### src/rtl/rv32_multicycle_controller.sv
// rtl/rv32_multicycle_controller.sv - main control FSM of the multicycle RV32I core
// Sequences fetch/decode/execute/memory/writeback and traps on illegal ops or memory timeouts.
module rv32_multicycle_controller #(
   parameter int MEM_TIMEOUT = 255,
   parameter int CNT_W       = 32
) (
   input  logic             clk,
   input  logic             rst,
   input  logic [3:0]       op_type,
   input  logic             branch_taken,
   input  logic             mem_ready,
   output logic             mem_req,
   output logic             mem_we,
   output logic             adr_src,
   output logic             ir_write,
   output logic             decode_ena,
   output logic             pc_write,
   output logic             reg_write,
   output logic [1:0]       alu_src_a,
   output logic [1:0]       alu_src_b,
   output logic [1:0]       alu_op,
   output logic [1:0]       result_src,
   output logic             retire,
   output logic [CNT_W-1:0] instret,
   output logic             trap,
   output logic [1:0]       trap_cause,
   output logic [3:0]       state
);

   typedef enum logic [3:0] {
      S_FETCH     = 4'd0,
      S_DECODE    = 4'd1,
      S_DISPATCH  = 4'd2,
      S_EXEC_R    = 4'd3,
      S_EXEC_I    = 4'd4,
      S_EXEC_U    = 4'd5,
      S_ALU_WB    = 4'd6,
      S_MEM_ADR   = 4'd7,
      S_MEM_READ  = 4'd8,
      S_MEM_WB    = 4'd9,
      S_MEM_WRITE = 4'd10,
      S_BRANCH    = 4'd11,
      S_JALR_TGT  = 4'd12,
      S_JUMP      = 4'd13,
      S_TRAP      = 4'd14
   } state_t;

   localparam logic [15:0] LP_LAST_WAIT = 16'(MEM_TIMEOUT - 1);

   state_t           r_state, w_next;
   logic [15:0]      r_wait;
   logic [1:0]       r_cause, w_cause_next;
   logic [CNT_W-1:0] r_instret;
   logic             w_timeout;
   logic             w_mem_req, w_mem_we, w_adr_src, w_ir_write, w_decode_ena;
   logic             w_pc_write, w_reg_write, w_retire;
   logic [1:0]       w_alu_src_a, w_alu_src_b, w_alu_op, w_result_src;

   // Last allowed wait cycle: an unacknowledged request here ends in a bus-error trap.
   assign w_timeout = (r_wait == LP_LAST_WAIT);

   always_comb begin
      w_next       = r_state;
      w_cause_next = r_cause;
      w_mem_req    = 1'b0;
      w_mem_we     = 1'b0;
      w_adr_src    = 1'b0;
      w_ir_write   = 1'b0;
      w_decode_ena = 1'b0;
      w_pc_write   = 1'b0;
      w_reg_write  = 1'b0;
      w_retire     = 1'b0;
      w_alu_src_a  = 2'd0;
      w_alu_src_b  = 2'd0;
      w_alu_op     = 2'd0;
      w_result_src = 2'd0;
      case (r_state)
         S_FETCH: begin
            w_mem_req    = 1'b1;
            w_alu_src_b  = 2'd2;
            w_result_src = 2'd2;
            if (mem_ready) begin
               w_ir_write = 1'b1;
               w_pc_write = 1'b1;
               w_next     = S_DECODE;
            end else if (w_timeout) begin
               w_next       = S_TRAP;
               w_cause_next = 2'd2;
            end
         end
         S_DECODE: begin
            w_decode_ena = 1'b1;
            w_alu_src_a  = 2'd1;
            w_alu_src_b  = 2'd1;
            w_next       = S_DISPATCH;
         end
         S_DISPATCH: begin
            case (op_type)
               4'd0:      w_next = S_EXEC_R;
               4'd1:      w_next = S_EXEC_I;
               4'd2, 4'd3: w_next = S_MEM_ADR;
               4'd4:      w_next = S_BRANCH;
               4'd5, 4'd6: w_next = S_EXEC_U;
               4'd7:      w_next = S_JUMP;
               4'd8:      w_next = S_JALR_TGT;
               default: begin
                  w_next       = S_TRAP;
                  w_cause_next = 2'd1;
               end
            endcase
         end
         S_EXEC_R: begin
            w_alu_src_a = 2'd2;
            w_alu_op    = 2'd2;
            w_next      = S_ALU_WB;
         end
         S_EXEC_I: begin
            w_alu_src_a = 2'd2;
            w_alu_src_b = 2'd1;
            w_alu_op    = 2'd2;
            w_next      = S_ALU_WB;
         end
         S_EXEC_U: begin
            w_alu_src_a = (op_type == 4'd5) ? 2'd3 : 2'd1;
            w_alu_src_b = 2'd3;
            w_next      = S_ALU_WB;
         end
         S_ALU_WB: begin
            w_reg_write = 1'b1;
            w_retire    = 1'b1;
            w_next      = S_FETCH;
         end
         S_MEM_ADR: begin
            w_alu_src_a = 2'd2;
            w_alu_src_b = 2'd1;
            w_next      = (op_type == 4'd2) ? S_MEM_READ : S_MEM_WRITE;
         end
         S_MEM_READ: begin
            w_mem_req = 1'b1;
            w_adr_src = 1'b1;
            if (mem_ready) begin
               w_next = S_MEM_WB;
            end else if (w_timeout) begin
               w_next       = S_TRAP;
               w_cause_next = 2'd2;
            end
         end
         S_MEM_WB: begin
            w_reg_write  = 1'b1;
            w_result_src = 2'd1;
            w_retire     = 1'b1;
            w_next       = S_FETCH;
         end
         S_MEM_WRITE: begin
            w_mem_req = 1'b1;
            w_mem_we  = 1'b1;
            w_adr_src = 1'b1;
            if (mem_ready) begin
               w_retire = 1'b1;
               w_next   = S_FETCH;
            end else if (w_timeout) begin
               w_next       = S_TRAP;
               w_cause_next = 2'd2;
            end
         end
         S_BRANCH: begin
            w_alu_src_a = 2'd2;
            w_alu_op    = 2'd1;
            w_pc_write  = branch_taken;
            w_retire    = 1'b1;
            w_next      = S_FETCH;
         end
         S_JALR_TGT: begin
            w_alu_src_a = 2'd2;
            w_alu_src_b = 2'd1;
            w_next      = S_JUMP;
         end
         S_JUMP: begin
            // PC takes the latched target while the ALU forms the link value.
            w_pc_write  = 1'b1;
            w_alu_src_a = 2'd1;
            w_alu_src_b = 2'd2;
            w_next      = S_ALU_WB;
         end
         default: w_next = S_TRAP;
      endcase
   end

   always_ff @(posedge clk or negedge rst) begin
      if (!rst) begin
         r_state   <= S_FETCH;
         r_wait    <= 16'd0;
         r_cause   <= 2'd0;
         r_instret <= '0;
      end else begin
         r_state <= w_next;
         r_cause <= w_cause_next;
         if (w_next != r_state)
            r_wait <= 16'd0;
         else if (w_mem_req && !mem_ready)
            r_wait <= r_wait + 16'd1;
         if (w_retire)
            r_instret <= r_instret + 1'b1;
      end
   end

   // Combinational strobes are forced low while reset is held.
   assign mem_req    = rst & w_mem_req;
   assign mem_we     = rst & w_mem_we;
   assign adr_src    = rst & w_adr_src;
   assign ir_write   = rst & w_ir_write;
   assign decode_ena = rst & w_decode_ena;
   assign pc_write   = rst & w_pc_write;
   assign reg_write  = rst & w_reg_write;
   assign retire     = rst & w_retire;
   assign alu_src_a  = rst ? w_alu_src_a  : 2'd0;
   assign alu_src_b  = rst ? w_alu_src_b  : 2'd0;
   assign alu_op     = rst ? w_alu_op     : 2'd0;
   assign result_src = rst ? w_result_src : 2'd0;
   assign instret    = r_instret;
   assign trap       = rst & (r_state == S_TRAP);
   assign trap_cause = r_cause;
   assign state      = r_state;

endmodule
### config.mk
export PLATFORM = sky130hd
export DESIGN_NAME = rv32_multicycle_controller
export DESIGN_NICKNAME = d
export VERILOG_FILES = /design/src/rtl/rv32_multicycle_controller.sv
export SDC_FILE = /design/constraint.sdc
export NUM_CORES = 1
export LEC_CHECK = 0
export ABC_AREA = 1
export BUFFER_PORTS_ARGS = -buffer_cell sky130_fd_sc_hd__buf_2
export CAP_MARGIN = 20
export CORE_ASPECT_RATIO = 2
export CORE_MARGIN = 2
export CORE_UTILIZATION = 55
export DETAILED_ROUTE_END_ITERATION = 16
export PLACE_DENSITY = 0.79
export RECOVER_POWER = 100
export SLEW_MARGIN = 20
export SYNTH_ARGS = -nofsm -noshare
export SYNTH_HDL_FRONTEND = slang
export SYNTH_SLANG_ARGS = --single-unit
### constraint.sdc
create_clock -name clk -period 2 [get_ports clk]
set_input_delay 0.4 -clock clk [delete_from_list [all_inputs] [get_ports clk]]
set_output_delay 0.4 -clock clk [all_outputs]
set_load 0.005 [all_outputs]
### Word-level counts from Yosys, hierarchy flattened

Index checks and enable logic that the tools add are counted.

| operators by class | value |
|---|---|
| div/mod/pow operators | 0 |
| mux-type cells | 31 |
| shift-type cells | 0 |
| equal/unequal tests | 27 |
| multipliers | 0 |
| magnitude comparators | 0 |
| bitwise logic cells | 9 |
| reduce and logical (&&, ||, !) cells | 20 |
| add/subtract/negate cells | 2 |

Operator list:

| cell | number |
|---|---|
| $pmux W4 S9 | 1 |
| $add A32 B1 Y32 const B | 1 |
| $eq A4 B3 Y1 const B | 8 |
| $eq A4 B4 Y1 const B | 8 |
| $mux W16 | 2 |
| $pmux W4 S7 | 1 |
| $mux W2 | 9 |
| $add A16 B1 Y16 const B | 1 |
| $eq A16 B8 Y1 const B | 1 |
| $eq A4 B2 Y1 const B | 4 |
| $mux W4 | 4 |
| $reduce_or A2 Y1 | 7 |
| $pmux W2 S2 | 3 |
| $pmux W2 S3 | 2 |
| $and A1 B1 Y1 | 9 |
| $reduce_or A9 Y1 | 1 |
| $eq A4 B1 Y1 const B | 2 |
| $logic_not A4 Y1 | 2 |
| $reduce_or A4 Y1 | 2 |
| $mux W1 | 7 |
| $reduce_or A3 Y1 | 2 |
| $reduce_or A5 Y1 | 1 |
| $ne A2 B2 Y1 const B | 2 |
| $ne A4 B4 Y1 | 1 |
| other kinds (7) | 8 |

| storage, ports and cells | value |
|---|---|
| register bits after elaboration | 54 |
| input port bits | 8 |
| RAM bits | 0 |
| bits in read-only memories | 0 |
| bits in latches | 0 |
| output and inout port bits | 55 |
| logic and storage cells | 93 |
| memories kept | 0 |

### Longest topological paths before layout

| depth | value |
|---|---|
| depth after elaboration | 6 |
| mapped depth | 15 |
| gate-level depth less buffers | 13 |

### Least setup slack after synthesis

Ideal clock, no wire load.

| timing path | value |
|---|---|
| path type | reg-to-output |
| start | register r_state[1], in the netlist state[1] |
| end | output retire |
| data required time | 1.600 ns |
| slack | 0.243 ns |
| arrival time | 1.357 ns |
| stages on the path, launching flop included | 9 |
| path buffers | 1 |
| cell sequence | dfrtp_1 inv_1 nand2_1 nor2_1 a21oi_1 nand3_1 inv_1 buf_2 nor2_1 |

| between the ends | value |
|---|---|
| cells in the longest elaborated chain, start to end | 4 |
| elaborated cells on any way between the ends | 7 |
| those cells by class | eq/ne (4); mux (1); bitwise (1); reduce/logical (1) |

Ends and longest elaborated chain:

| item | RTL line | RTL |
|---|---|---|
| start, declared | 50 | `state_t r_state, w_next;` |
| start signal, assigned | 196 | `r_state <= w_next;` |
| $eq A4 B4 Y1 or $eq A4 B3 Y1 (tied branches) | 77 | `case (r_state)` |
| $reduce_or A3 Y1 (no source line) | - |  |
| $pmux W1 S2 (*) | 77 |  |
| $and A1 B1 Y1 (*) | 215 | `assign retire = rst & w_retire;` |
| end, declared | 23 | `output logic retire,` |

Mark *: on every way between the ends. The rest lies on a longest branch, timed or not.

### Final worst setup path

| timing path | value |
|---|---|
| start | register r_state[3], in the netlist state[3] |
| end | output pc_write |

| between the ends | value |
|---|---|
| cells in the longest elaborated chain, start to end | 3 |
| elaborated cells on any way between the ends | 5 |
| those cells by class | eq/ne (2); mux (1); bitwise (1); reduce/logical (1) |

Ends and longest elaborated chain:

| item | RTL line | RTL |
|---|---|---|
| $eq A4 B4 Y1 or $logic_not A4 Y1 (tied branches) | 77 |  |
| $pmux W1 S3 (*) | 77 |  |
| $and A1 B1 Y1 (*) | 213 | `assign pc_write = rst & w_pc_write;` |
| end, declared | 17 | `output logic pc_write,` |

Marked as above.

==> run_results.csv <==
group,metric,value,unit
setup_path,worst_path_largest_cell_delay,490,ps
setup_path,reg2reg_to,"r_wait[13]",
setup_path,r2r_cells,10,
drt,wl_met1,3.62,mm
drt,num_vias,3733,
setup_path,critPathLaunch,"state[3]",
setup_path,timing.rr.start,"state[0]",
logic_synthesis,synth.largest_area_cell,"dfrtp_1",
power_and_ir_drop,ir_drop,498,µV
sta,finalSetupViolCount,1,
global_route,antenna_found_initial,0,
power_and_ir_drop,power.leakage,2.27,nW
drt,avgRoutedWirePerCell,15.6,µm
setup_path,path_cells,"inv_2 > nor2_4 > buf_6 > nand2_2 > nor2_4 > a211o_1 > buf_2",
setup_path,cp_num_buf_inv,3,
setup_path,cp_slowest_cell,"dfrtp_2",
sta,period_share,100,%
setup_path,start_kind,"flip-flop",
run_status,status,"complete, but fails checks",
placement,hpwl,8.36,mm
setup_path,criticalPathCategory,"reg -> out",
global_route,grt_pass1_wl,16.9,mm
final_layout,utilization,72.8,%
drt,top_layer_used,"met4",
logic_synthesis,yosysSeqAreaShare,38.1,%
final_layout,final_common_cell,"nand2_1",
setup_path,crit_top_cell,"nor2_4",
drt,wl_met3,320,µm
floorplanning,die_y,118,µm
floorplanning,fp.coreArea,0.00626,mm²
sta,skew,11.0,ps
setup_path,path_max_fanout,7,
sta,timing.slew.headroom,11.2,%
logic_synthesis,synth_cell_types,29,
drt,route.detailed.drc,0,
drt,routed_wl,10.9,mm
global_route,grt_pass1_vias,3720,
sta,min_period,2000,ps
logic_synthesis,synth_area_leaders,"dfrtp_1 38%, nand2_1 17%, xor2_1 7.9%, nor2_1 7.2%, inv_1 5.6%",
clock_network,htreeDepth,2,
final_layout,num_antenna_cells,0,
global_route,grt_overflow_total,0,
setup_path,ff2ff_setup_slack,70,ps
drt,drtAntennaViolNets,0,
floorplanning,start_util,56.6,%
hold_path,holdPathEnd,"trap_cause[1]",
logic_synthesis,syn_nets,520,
clock_network,clockBufferDepth,2,
sta,setup_slack,-4.43,ps
clock_network,cts_buffers,5,
drt,vias_per_cell,5.34,
sta,tightest_slew,1330,ps
logic_synthesis,netlist.area_leader.share,38.1,%
sta,hold_slack,497,ps
setup_path,crit_family,"flip-flops",
final_layout,ff_latch_area,0.00136,mm²
final_layout,instances_no_fill,699,
power_and_ir_drop,powerDensity,450,mW/mm²
floorplanning,ios,63,
job,drv_cap,0,
clock_network,clock_sinks,54,
sta,maxSlewViolCount,0,
clock_network,clkSlewWorstSetupHoldPaths,80,ps
placement,dp_cells,679,
logic_synthesis,syn_area_per_cell,6.96,µm²
clock_network,clockRootBuffer,"clkbuf_16",
drt,dr_wl_met2,6.18,mm
logic_synthesis,ys_ff_latch,54,
final_layout,multi_input_area,0.00206,mm²
final_layout,fillerInstances,570,
hold_path,whs_path_depth,2,
floorplanning,die_area,0.00714,mm²
run_status,failed_checks,"setup timing",
setup_path,endpoint_kind,"output port",
hold_path,hp-start,"trap_cause[1]",
drt,drt_iter0_drc,193,
hold_path,hold_path.class,"reg -> reg",
setup_path,cp_data_arrival_time,1600,ps
placement,io_buffers,62,
placement,gp_congestion,0.950,
final_layout,nets,623,
floorplanning,rows,41,
sta,max_freq,499,MHz
logic_synthesis,netlist_instances,509,
final_layout,areaGrowthSynthToFinish,28.5,%
sta,hold_violations,0,
clock_network,cts_tree,"yes",
floorplanning,die_w,60.8,µm
final_layout,layout_common_cells,"150 x nand2_1, 59 x nor2_1, 51 x buf_2",
final_layout,drive_gt1_share,25.8,%
global_route,grt_max_degree,55,
drt,dr.pass1.iters,6,
sta,rsz0062_at_grt,"yes",
global_route,gr-usage-all-layers,31.6,%
logic_synthesis,yosys_warnings,0,
clock_network,clock_latency,300,ps
logic_synthesis,netlist_area,0.00354,mm²
setup_path,cp.required,1600,ps
==> power by group <==
group          internal [mW]  switching [mW]  leakage [nW]
registers               1.09               0         0.684
clock network          0.478           0.422        0.0759
logic                 0.0129          0.0468          1.51
total                   1.58           0.469          2.27
==> timing repair <==
| action | CTS | global route |
|---|---|---|
| hold buffers | 0 | 0 |
| hold endpoints to repair | 0 | 0 |
| endpoints found under the setup margin | 23 | 22 |
| setup buffers | 5 | 7 |
| cloned | 0 | 0 |
| pin swaps | 2 | 15 |
| gates resized for setup | 18 | 33 |
==> layout make-up <==
type	instances	share of cell area [%]
Timing Repair Buffer	105	14.5
Multi-Input combinational cell	389	45.2
Clock buffer	5	2.75
Inverter	57	4.81
Tap cell	86	2.36
Sequential cell	54	29.8
Clock inverter	3	0.632
==> synth_stat cells <==
master    number
a211o_1        1
a211oi_1       2
a21oi_1       10
buf_1          1
buf_2          3
buf_6          4
clkbuf_1       1
clkinv_1       1
clkinv_2       1
dfrtp_1       54
ha_1           3
inv_1         53
inv_2          2
nand2_1      157
nand2_2        4
nand2_4        1
nand3_1       26
nand4_1        9
nor2_1        68
nor2_2        15
nor2_4         1
nor3_1        25
nor3_2         1
nor3b_1        1
nor4_1         1
o21ai_0       21
o22ai_1        2
xnor2_1        9
xor2_1        32
==> routing by layer <==
layer  vias up  global-route usage [%]
li1       1806                       -
met1      1759                    29.3
met2       116                    57.9
met3        52                    4.73
met4         0                    21.5
met5         -                       0
==> flip-flops by register name, indices dropped and copies added, names as in the netlist <==
signal      count
instret        32
r_wait         16
state           4
trap_cause      2
==> tightest hold or removal path, stage by stage, from the launching register on <==
cell and delay, ps:
dfrtp_1 350, nand2_1 50, o21ai_0 70
==> cells by family (layout without fill, tap and decap cells) <==
logic type | after synthesis | count (layout) | share of synthesized area (%)
flip-flops | 54 | 54 | 38.1
XOR/XNOR | 41 | 41 | 10.1
buffers and inverters | 66 | 170 | 7.98
AO/OA/AOI/OAI | 36 | 36 | 5.40
AND/OR/NAND/NOR | 309 | 309 | 37.3
adder cells (fa/ha/maj) | 3 | 3 | 1.06
==> how the worst max path moves through the flow <==
stage	endpoint	slack, ps	depth (start not counted)
floorplan	retire	240	8
global placement	r_wait[15]	30	14
detailed placement	instret[17]	-50	10
CTS	retire	-40	7
global route	result_src[0]	-80	5
finish	pc_write	-4	7
==> through the flow <==
stage / power (mW) / cell area, µm² / setup TNS [ps] / setup slack (ps)
after global routing: 2.12 / 4550 / -451 / -77.7
after CTS: 2.07 / 4400 / -80.6 / -41.1
after detailed placement: 1.17 / 4140 / -48.3 / -46.5
final: 2.05 / 4550 / -4.43 / -4.43
after global placement: 1.17 / 4140 / 0 / 32.7
after floorplan: 1.13 / 3540 / 0 / 243
(Power assumes the default switching activity.)
